**config.mk**
```make
export PLATFORM = sky130hd
export DESIGN_NAME = sram_fifo_ctrl
export DESIGN_NICKNAME = d
export VERILOG_FILES = /design/src/rtl/sram_fifo_pkg.sv /design/src/rtl/sram_fifo_ctrl_fifo_flop.sv /design/src/rtl/sram_fifo_ctrl.sv
export SDC_FILE = /design/constraint.sdc
export NUM_CORES = 1
export LEC_CHECK = 0
export ABC_AREA = 1
export CAP_MARGIN = 20
export CORE_MARGIN = 3
export CORE_UTILIZATION = 56
export CTS_BUF_LIST = sky130_fd_sc_hd__clkbuf_8
export CTS_CLUSTER_SIZE = 20
export DETAILED_ROUTE_END_ITERATION = 8
export PLACE_DENSITY_LB_ADDON = 0.12
export SYNTH_ARGS = -nofsm -noshare
export SYNTH_HDL_FRONTEND = slang
export SYNTH_HIERARCHICAL = 1
export SYNTH_SLANG_ARGS = --single-unit
```
**constraint.sdc**
```tcl
create_clock -name clk_i -period 6.3 [get_ports clk_i]
set_clock_uncertainty 0.2 [all_clocks]
set_input_delay 1.89 -clock clk_i [delete_from_list [all_inputs] [get_ports clk_i]]
set_output_delay 1.89 -clock clk_i [all_outputs]
set_load 0.01 [all_outputs]
```
**src/rtl/sram_fifo_pkg.sv**
```systemverilog
// sram_fifo_pkg: width helpers and output-buffer sizing
// shared by sram_fifo_ctrl and its fifo_flop output buffer.
package sram_fifo_pkg;

  localparam int OBUF_EXTRA = 1;

  function automatic int ptr_w(input int depth);
    return (depth > 1) ? $clog2(depth) : 1;
  endfunction

  function automatic int cnt_w(input int depth, input int rd_lat);
    return $clog2(depth + rd_lat + 2);
  endfunction

  // one slot per read in flight plus one so a read can issue while the head waits
  function automatic int obuf_depth(input int rd_lat);
    return rd_lat + OBUF_EXTRA;
  endfunction

endpackage

```
**src/rtl/sram_fifo_ctrl_fifo_flop.sv**
```systemverilog
// fifo_flop: small flop-based circular FIFO used as the
// output buffer of sram_fifo_ctrl; push and pop may coincide.
module fifo_flop
  import sram_fifo_pkg::*;
#(
  parameter int WIDTH = 8,
  parameter int DEPTH = 3
) (
  input  logic                       clk_i,
  input  logic                       rst_ni,
  input  logic                       push_i,
  input  logic [WIDTH-1:0]           data_i,
  input  logic                       pop_i,
  output logic                       valid_o,
  output logic [WIDTH-1:0]           data_o,
  output logic [$clog2(DEPTH+1)-1:0] count_o
);

  localparam int PW = ptr_w(DEPTH);
  localparam int CW = $clog2(DEPTH + 1);

  logic [WIDTH-1:0] mem [DEPTH];
  logic [PW-1:0]    head;
  logic [PW-1:0]    tail;
  logic [CW-1:0]    cnt;
  logic             do_push;
  logic             do_pop;

  assign do_pop  = pop_i && (cnt != '0);
  assign do_push = push_i && ((cnt != CW'(DEPTH)) || do_pop);

  always_ff @(posedge clk_i or negedge rst_ni) begin
    if (!rst_ni) begin
      head <= '0;
      tail <= '0;
      cnt  <= '0;
    end else begin
      if (do_push)
        tail <= (tail == PW'(DEPTH - 1)) ? '0 : tail + PW'(1);
      if (do_pop)
        head <= (head == PW'(DEPTH - 1)) ? '0 : head + PW'(1);
      cnt <= cnt + CW'(do_push) - CW'(do_pop);
    end
  end

  always_ff @(posedge clk_i) begin
    if (do_push)
      mem[tail] <= data_i;
  end

  assign valid_o = (cnt != '0);
  assign data_o  = mem[head];
  assign count_o = cnt;

endmodule

```
**src/rtl/sram_fifo_ctrl.sv**
```systemverilog
// sram_fifo_ctrl: valid/ready FIFO over an external SRAM with a credited
// output buffer. SRAM_FIFO_BYPASS_EN lets data skip SRAM when idle.
module sram_fifo_ctrl
  import sram_fifo_pkg::*;
#(
  parameter int WIDTH  = 8,
  parameter int DEPTH  = 10,
  parameter int RD_LAT = 2
) (
  input  logic                            clk_i,
  input  logic                            rst_ni,
  input  logic                            up_valid_i,
  output logic                            up_ready_o,
  input  logic [WIDTH-1:0]                up_data_i,
  output logic                            down_valid_o,
  input  logic                            down_ready_i,
  output logic [WIDTH-1:0]                down_data_o,
  output logic                            sram_wr_en_o,
  output logic [ptr_w(DEPTH)-1:0]         sram_wr_addr_o,
  output logic [WIDTH-1:0]                sram_wr_data_o,
  output logic                            sram_rd_en_o,
  output logic [ptr_w(DEPTH)-1:0]         sram_rd_addr_o,
  input  logic [WIDTH-1:0]                sram_rd_data_i,
  output logic                            empty_o,
  output logic                            full_o,
  output logic [cnt_w(DEPTH,RD_LAT)-1:0]  count_o
);

  localparam int PW  = ptr_w(DEPTH);
  localparam int CW  = cnt_w(DEPTH, RD_LAT);
  localparam int OBD = obuf_depth(RD_LAT);
  localparam int SW  = $clog2(DEPTH + 1);
  localparam int OW  = $clog2(OBD + 1);
  localparam int FW  = $clog2(RD_LAT + 1);

  logic [PW-1:0]     wr_ptr;
  logic [PW-1:0]     rd_ptr;
  logic [SW-1:0]     socc;
  logic [RD_LAT-1:0] vld;
  logic [FW-1:0]     infl;
  logic [OW-1:0]     ocnt;
  logic              up_hs;
  logic              down_hs;
  logic              credit_ok;
  logic              byp;
  logic              wr;
  logic              rd;
  logic              push;
  logic [WIDTH-1:0]  push_data;

  assign up_ready_o = (socc < SW'(DEPTH));
  assign full_o     = ~up_ready_o;
  assign up_hs      = up_valid_i && up_ready_o;
  assign down_hs    = down_valid_o && down_ready_i;

  always_comb begin
    infl = '0;
    for (int i = 0; i < RD_LAT; i++)
      infl = infl + FW'(vld[i]);
  end

  // a slot freed by this cycle's pop may be re-credited at once
  assign credit_ok = (CW'(ocnt) + CW'(infl)) < (CW'(OBD) + CW'(down_hs));

`ifdef SRAM_FIFO_BYPASS_EN
  assign byp = up_hs && (socc == '0) && (infl == '0) && credit_ok;
`else
  assign byp = 1'b0;
`endif

  assign wr = up_hs && !byp;
  assign rd = (socc != '0) && credit_ok;

  assign push      = vld[RD_LAT-1] || byp;
  assign push_data = byp ? up_data_i : sram_rd_data_i;

  always_ff @(posedge clk_i or negedge rst_ni) begin
    if (!rst_ni) begin
      wr_ptr <= '0;
      rd_ptr <= '0;
      socc   <= '0;
      vld    <= '0;
    end else begin
      if (wr)
        wr_ptr <= (wr_ptr == PW'(DEPTH - 1)) ? '0 : wr_ptr + PW'(1);
      if (rd)
        rd_ptr <= (rd_ptr == PW'(DEPTH - 1)) ? '0 : rd_ptr + PW'(1);
      unique case ({wr, rd})
        2'b10:   socc <= socc + SW'(1);
        2'b01:   socc <= socc - SW'(1);
        default: socc <= socc;
      endcase
      vld <= RD_LAT'({vld, rd});
    end
  end

  fifo_flop #(
    .WIDTH (WIDTH),
    .DEPTH (OBD)
  ) u_obuf (
    .clk_i   (clk_i),
    .rst_ni  (rst_ni),
    .push_i  (push),
    .data_i  (push_data),
    .pop_i   (down_ready_i),
    .valid_o (down_valid_o),
    .data_o  (down_data_o),
    .count_o (ocnt)
  );

  assign sram_wr_en_o   = wr;
  assign sram_wr_addr_o = wr_ptr;
  assign sram_wr_data_o = up_data_i;
  assign sram_rd_en_o   = rd;
  assign sram_rd_addr_o = rd_ptr;

  assign count_o = CW'(socc) + CW'(infl) + CW'(ocnt);
  assign empty_o = (count_o == '0);

endmodule

```
## Yosys cells after proc, flatten, opt, wreduce, memory -nomap -nowiden

Memories as Yosys holds them, arrays and structs flattened.
Index checks and enable logic that the tools add are counted.

| word-level totals | value |
|---|---|
| bits in registers | 20 |
| bits in writable memories | 24 |
| input bits | 20 |
| output and inout port bits | 34 |
| logic and storage cells | 47 |
| memories | 1 |

| cells by class | value |
|---|---|
| add/subtract/negate cells | 13 |
| magnitude comparators | 2 |
| equal/unequal tests | 7 |
| muxes and demuxes | 7 |
| bitwise operators | 1 |
| reductions and logical operators | 9 |

Memory list:

| memory | words | bits a word | read ports | clocked after Yosys merged registers in | wr ports | RTL line | text |
|---|---|---|---|---|---|---|---|
| u_obuf.mem | 3 | 8 | 1 | 0 | 1 | sram_fifo_ctrl_fifo_flop.sv:22 | `logic [WIDTH-1:0] mem [DEPTH];` |

Operators by type and width:

| cell | count |
|---|---|
| $add 4x1->4 const B | 3 |
| $add 4x2->4 | 2 |
| $eq 4x4->1 const B | 2 |
| $mux 4 | 2 |
| $pmux 4 s2 | 1 |
| $eq 2x2->1 const B | 3 |
| $add 2x1->2 const B | 2 |
| $logic_and 1x1->1 | 4 |
| $logic_not 4->1 | 1 |
| $lt 4x4->1 const B | 1 |
| $mux 2 | 2 |
| $reduce_bool 2->1 | 2 |
| $reduce_bool 4->1 | 1 |
| $sub 4x1->4 const B | 1 |
| $add 2x1->3 const A | 1 |
| $add 2x2->3 | 1 |
| $lt 3x3->1 | 1 |
| $add 1x1->2 | 1 |
| $add 2x1->2 | 1 |
| $eq 2x1->1 const B | 1 |
| $mux 1 | 2 |
| $ne 2x2->1 const B | 1 |
| $sub 2x1->2 | 1 |
| $logic_or 1x1->1 | 1 |
| $not 1->1 | 1 |

## Depth between registers and ports, before layout

| depth | value |
|---|---|
| word-level depth | 7 |
| mapped depth | 18 |
| mapped depth without buffers | 18 |

## Modules after synthesis

The synthesis kept the hierarchy.

By module, submodules not included:

| module | times used | cells each | area each (µm²) | sequential area each (µm²) |
|---|---|---|---|---|
| fifo_flop | 1 | 104 | 1,211.2 | 870.8 |
| sram_fifo_ctrl | 1 | 141 | 1,099.8 | 350.3 |

## Worst setup path after synthesis

OpenSTA, ideal clock, no wires.

| path | value |
|---|---|
| path kind | input port to output port |
| start | in down_ready_i |
| end | out sram_rd_en_o |
| arrival | 2,681 ps |
| required time | 4,210 ps |
| slack | 1,529 ps |
| stages on the path | 5 |
| path buffers | 0 |
| cells stage by stage | nand2_1 ha_1 a21oi_1 nand2_2 nor2_4 |

| between the ends | value |
|---|---|
| word-level cells in the longest chain between the ends | 4 |

Ends and longest elaborated chain:

| item | RTL line | text |
|---|---|---|
| from (decl) | sram_fifo_ctrl.sv:16 | `input logic down_ready_i,` |
| $logic_and 1x1->1 | sram_fifo_ctrl.sv:54 | `assign down_hs = down_valid_o && down_ready_i;` |
| $add 2x1->3 | sram_fifo_ctrl.sv:63 | `assign credit_ok = (CW'(ocnt) + CW'(infl)) < (CW'(OBD) + CW'(down_hs));` |
| $lt 3x3->1 | sram_fifo_ctrl.sv:63 |  |
| $logic_and 1x1->1 | sram_fifo_ctrl.sv:72 | `assign rd = (socc != '0) && credit_ok;` |
| to (decl) | sram_fifo_ctrl.sv:21 | `output logic sram_rd_en_o,` |

Every way passes these cells.

## Worst setup path after layout

Same ends and word-level chain as after synthesis.

==> results.cfg <==
[status]
status = completed

[setup_path]
cp.arrival_ns = 3.95
path_max_fanout = 6
endpoint = sram_rd_en_o
worstPathRequired_ns = 4.21
start_kind = primary input
r2r-end = socc[3]$_DFFE_PN0P_
r2r_cells = 15
critical_path_class = primary input to output port
endpoint_kind = output port
crit_start = down_ready_i
r2r_start = vld[0]$_DFF_PN0_
r2r_slack_ns = 2.84

[drt]
met1_length_mm = 1.87
drc = 0
routed_wl_mm = 4.04
wl_per_cell_um = 12.3
top_layer = met4
avgViaCountPerCell = 5.00
firstDrtPassIters = 4
vias = 1644
met3_length_um = 148
met2WireLength_mm = 1.99
ant_nets = 0
drt_iter0_drc = 82

[synthesis]
synth_most_common_cell = nand2_1
ys_seq_area_share_pct = 52.8
synth_edf_count = 24
syn_avg_cell_area_um2 = 9.43
synth-async-reset-ratio_pct = 45.5
synth_mux_area_share_pct = 0
netlist_area_mm2 = 0.00231
synth_adder_area_share_pct = 9.64
synth_compound_area_share_pct = 2.76
synth_common_cells = nand2_1, inv_1, edfxtp_1
synth_top_family_by_area = simple AND/OR/NAND/NOR gates
synthSimpleGateAreaFrac_pct = 23.3
ys_ff_latch = 44
post_synth_xor_area_fraction_pct = 2.65
ys_types = 25
yosysWarnings = 6
synth_top_area_share_pct = 31.2
synth.largest_area_cell = edfxtp_1
netlist_instances = 245
synth_ff_type = edfxtp_1
ys_top_cells_by_area = edfxtp_1, dfrtp_1, nand2_1, ha_1, inv_1
synthesis.nets = 281

[sta]
hold_viol = 0
post-route-period-util_pct = 95.9
rsz0062_at_grt = no
timing.setup.tns_ns = 0
worstMarginPinSlew_ns = 0.956
max_freq_ghz = 0.165
slew_headroom_pct = 36.1
setup_viol = 0
period_minus_slack_ns = 6.04
report.final.slew_viol_count = 0

[global_route]
grt_max_degree = 21
grt_pass1_vias = 1668
antenna_found_initial = 0
grt_pass1_wl_mm = 7.27
grt_overflow_total = 0
grt_usage_pct = 18.3

[clocking]
cts_resized = 0
root_buffer = clkbuf_8
cts_buffers = 5
post_cts_buffers = 0
cts_tree = yes
clk_latency_ns = 0.29
cts_sinks = 44
path_clk_slew_ns = 0.08
htreeDepth = 2
cts_buffer_depth = 2
hold_buffers = 0

[worst_hold_path]
min_path_cells = 0
hold_path_class = flop to flop

[cells_and_area]
area_growth_syn_to_layout_pct = 21.3
num_antenna_cells = 0
layout-drive-gt1-share_pct = 6.76
fin_nets = 316

[die]
rows = 22
dieArea_mm2 = 0.00493
core_area_mm2 = 0.00383
die_h_um = 70.2
start_util_pct = 60.4
fp.dieW_um = 70.2
ios = 54

[placement]
port_buffers = 37
gp_congestion = 0.802
hpwl_mm = 2.87

[run]
timing.max_cap.violations = 0
==> layout by cell type, fill, tap and decap left out, types with 3 or more instances in the layout <==
cell type,instances
nor2_4,3
o21ai_0,6
xor2_1,6
ha_1,13
nand2_1,80
fa_1,3
inv_1,33
nand3_1,20
clkdlybuf4s50_1,37
edfxtp_1,24
clkbuf_8,5
nor2_1,12
inv_2,3
dfrtp_1,20
==> worst min-delay path by stage <==
stage | startpoint | endpoint | slack [ns]
5_1_grt | vld[0]$_DFF_PN0_ | vld[1]$_DFF_PN0_ | 0.28
4_1_cts | vld[0]$_DFF_PN0_ | vld[1]$_DFF_PN0_ | 0.26
2_1_floorplan | vld[0]$_DFF_PN0_ | vld[1]$_DFF_PN0_ | 0.19
6_report | vld[0]$_DFF_PN0_ | vld[1]$_DFF_PN0_ | 0.26
3_3_place_gp | vld[0]$_DFF_PN0_ | vld[1]$_DFF_PN0_ | 0.23
3_5_place_dp | vld[0]$_DFF_PN0_ | vld[1]$_DFF_PN0_ | 0.23
==> critical path, cell delays in order <==
cell             delay [ns]
clkdlybuf4s50_1        0.55
nand2_1                0.13
ha_1                   0.31
a21oi_1                0.23
nand2_2                0.10
nor2_4                 0.18
clkdlybuf4s50_1        0.57
==> final cells by class <==
cell class,instances,area [µm²]
inverter,35,131
sequential,44,1220
clock inverter,3,63.8
clock buffer,5,68.8
timing repair buffer,37,370
multi-input combinational,157,887
fill,289,1020
tap,48,60.1
==> cell families after synthesis <==
logic type / after synthesis
AND/OR/NAND/NOR: 123
buffers and inverters: 44
flip-flops: 44
adder cells (fa/ha/maj): 16
AO/OA/AOI/OAI: 11
XOR/XNOR: 7
==> metrics by stage <==
step                      hold WS [ns]  setup WS, ns  cells  utilization [%]  instance area [µm²]
after CTS                        0.260         0.247    329             73.3                 2800
after detailed placement         0.232         0.310    321             69.8                 2670
after global placement           0.228         0.327    321             69.8                 2670
after global routing             0.278         0.131    329             73.3                 2800
after floorplan                  0.186          1.53    245                -                 2310
final                            0.256         0.257    329             73.3                 2800
==> state kept, by name (all words and copies together), names as in the netlist <==
name,flops
u_obuf/mem,24
socc,4
sram_rd_addr_o,4
sram_wr_addr_o,4
u_obuf/count_o,2
u_obuf/head,2
u_obuf/tail,2
vld,2
==> metal layers <==
metal / global-route usage, % / vias to the layer above
li1: - / 839
met5: 0 / -
met2: 30.1 / 30
met1: 24.2 / 771
met3: 4.60 / 4
met4: 4.68 / 0
Power is not shown: default switching activity piles up to over one toggle a cycle in this logic, so the estimate is an artifact.
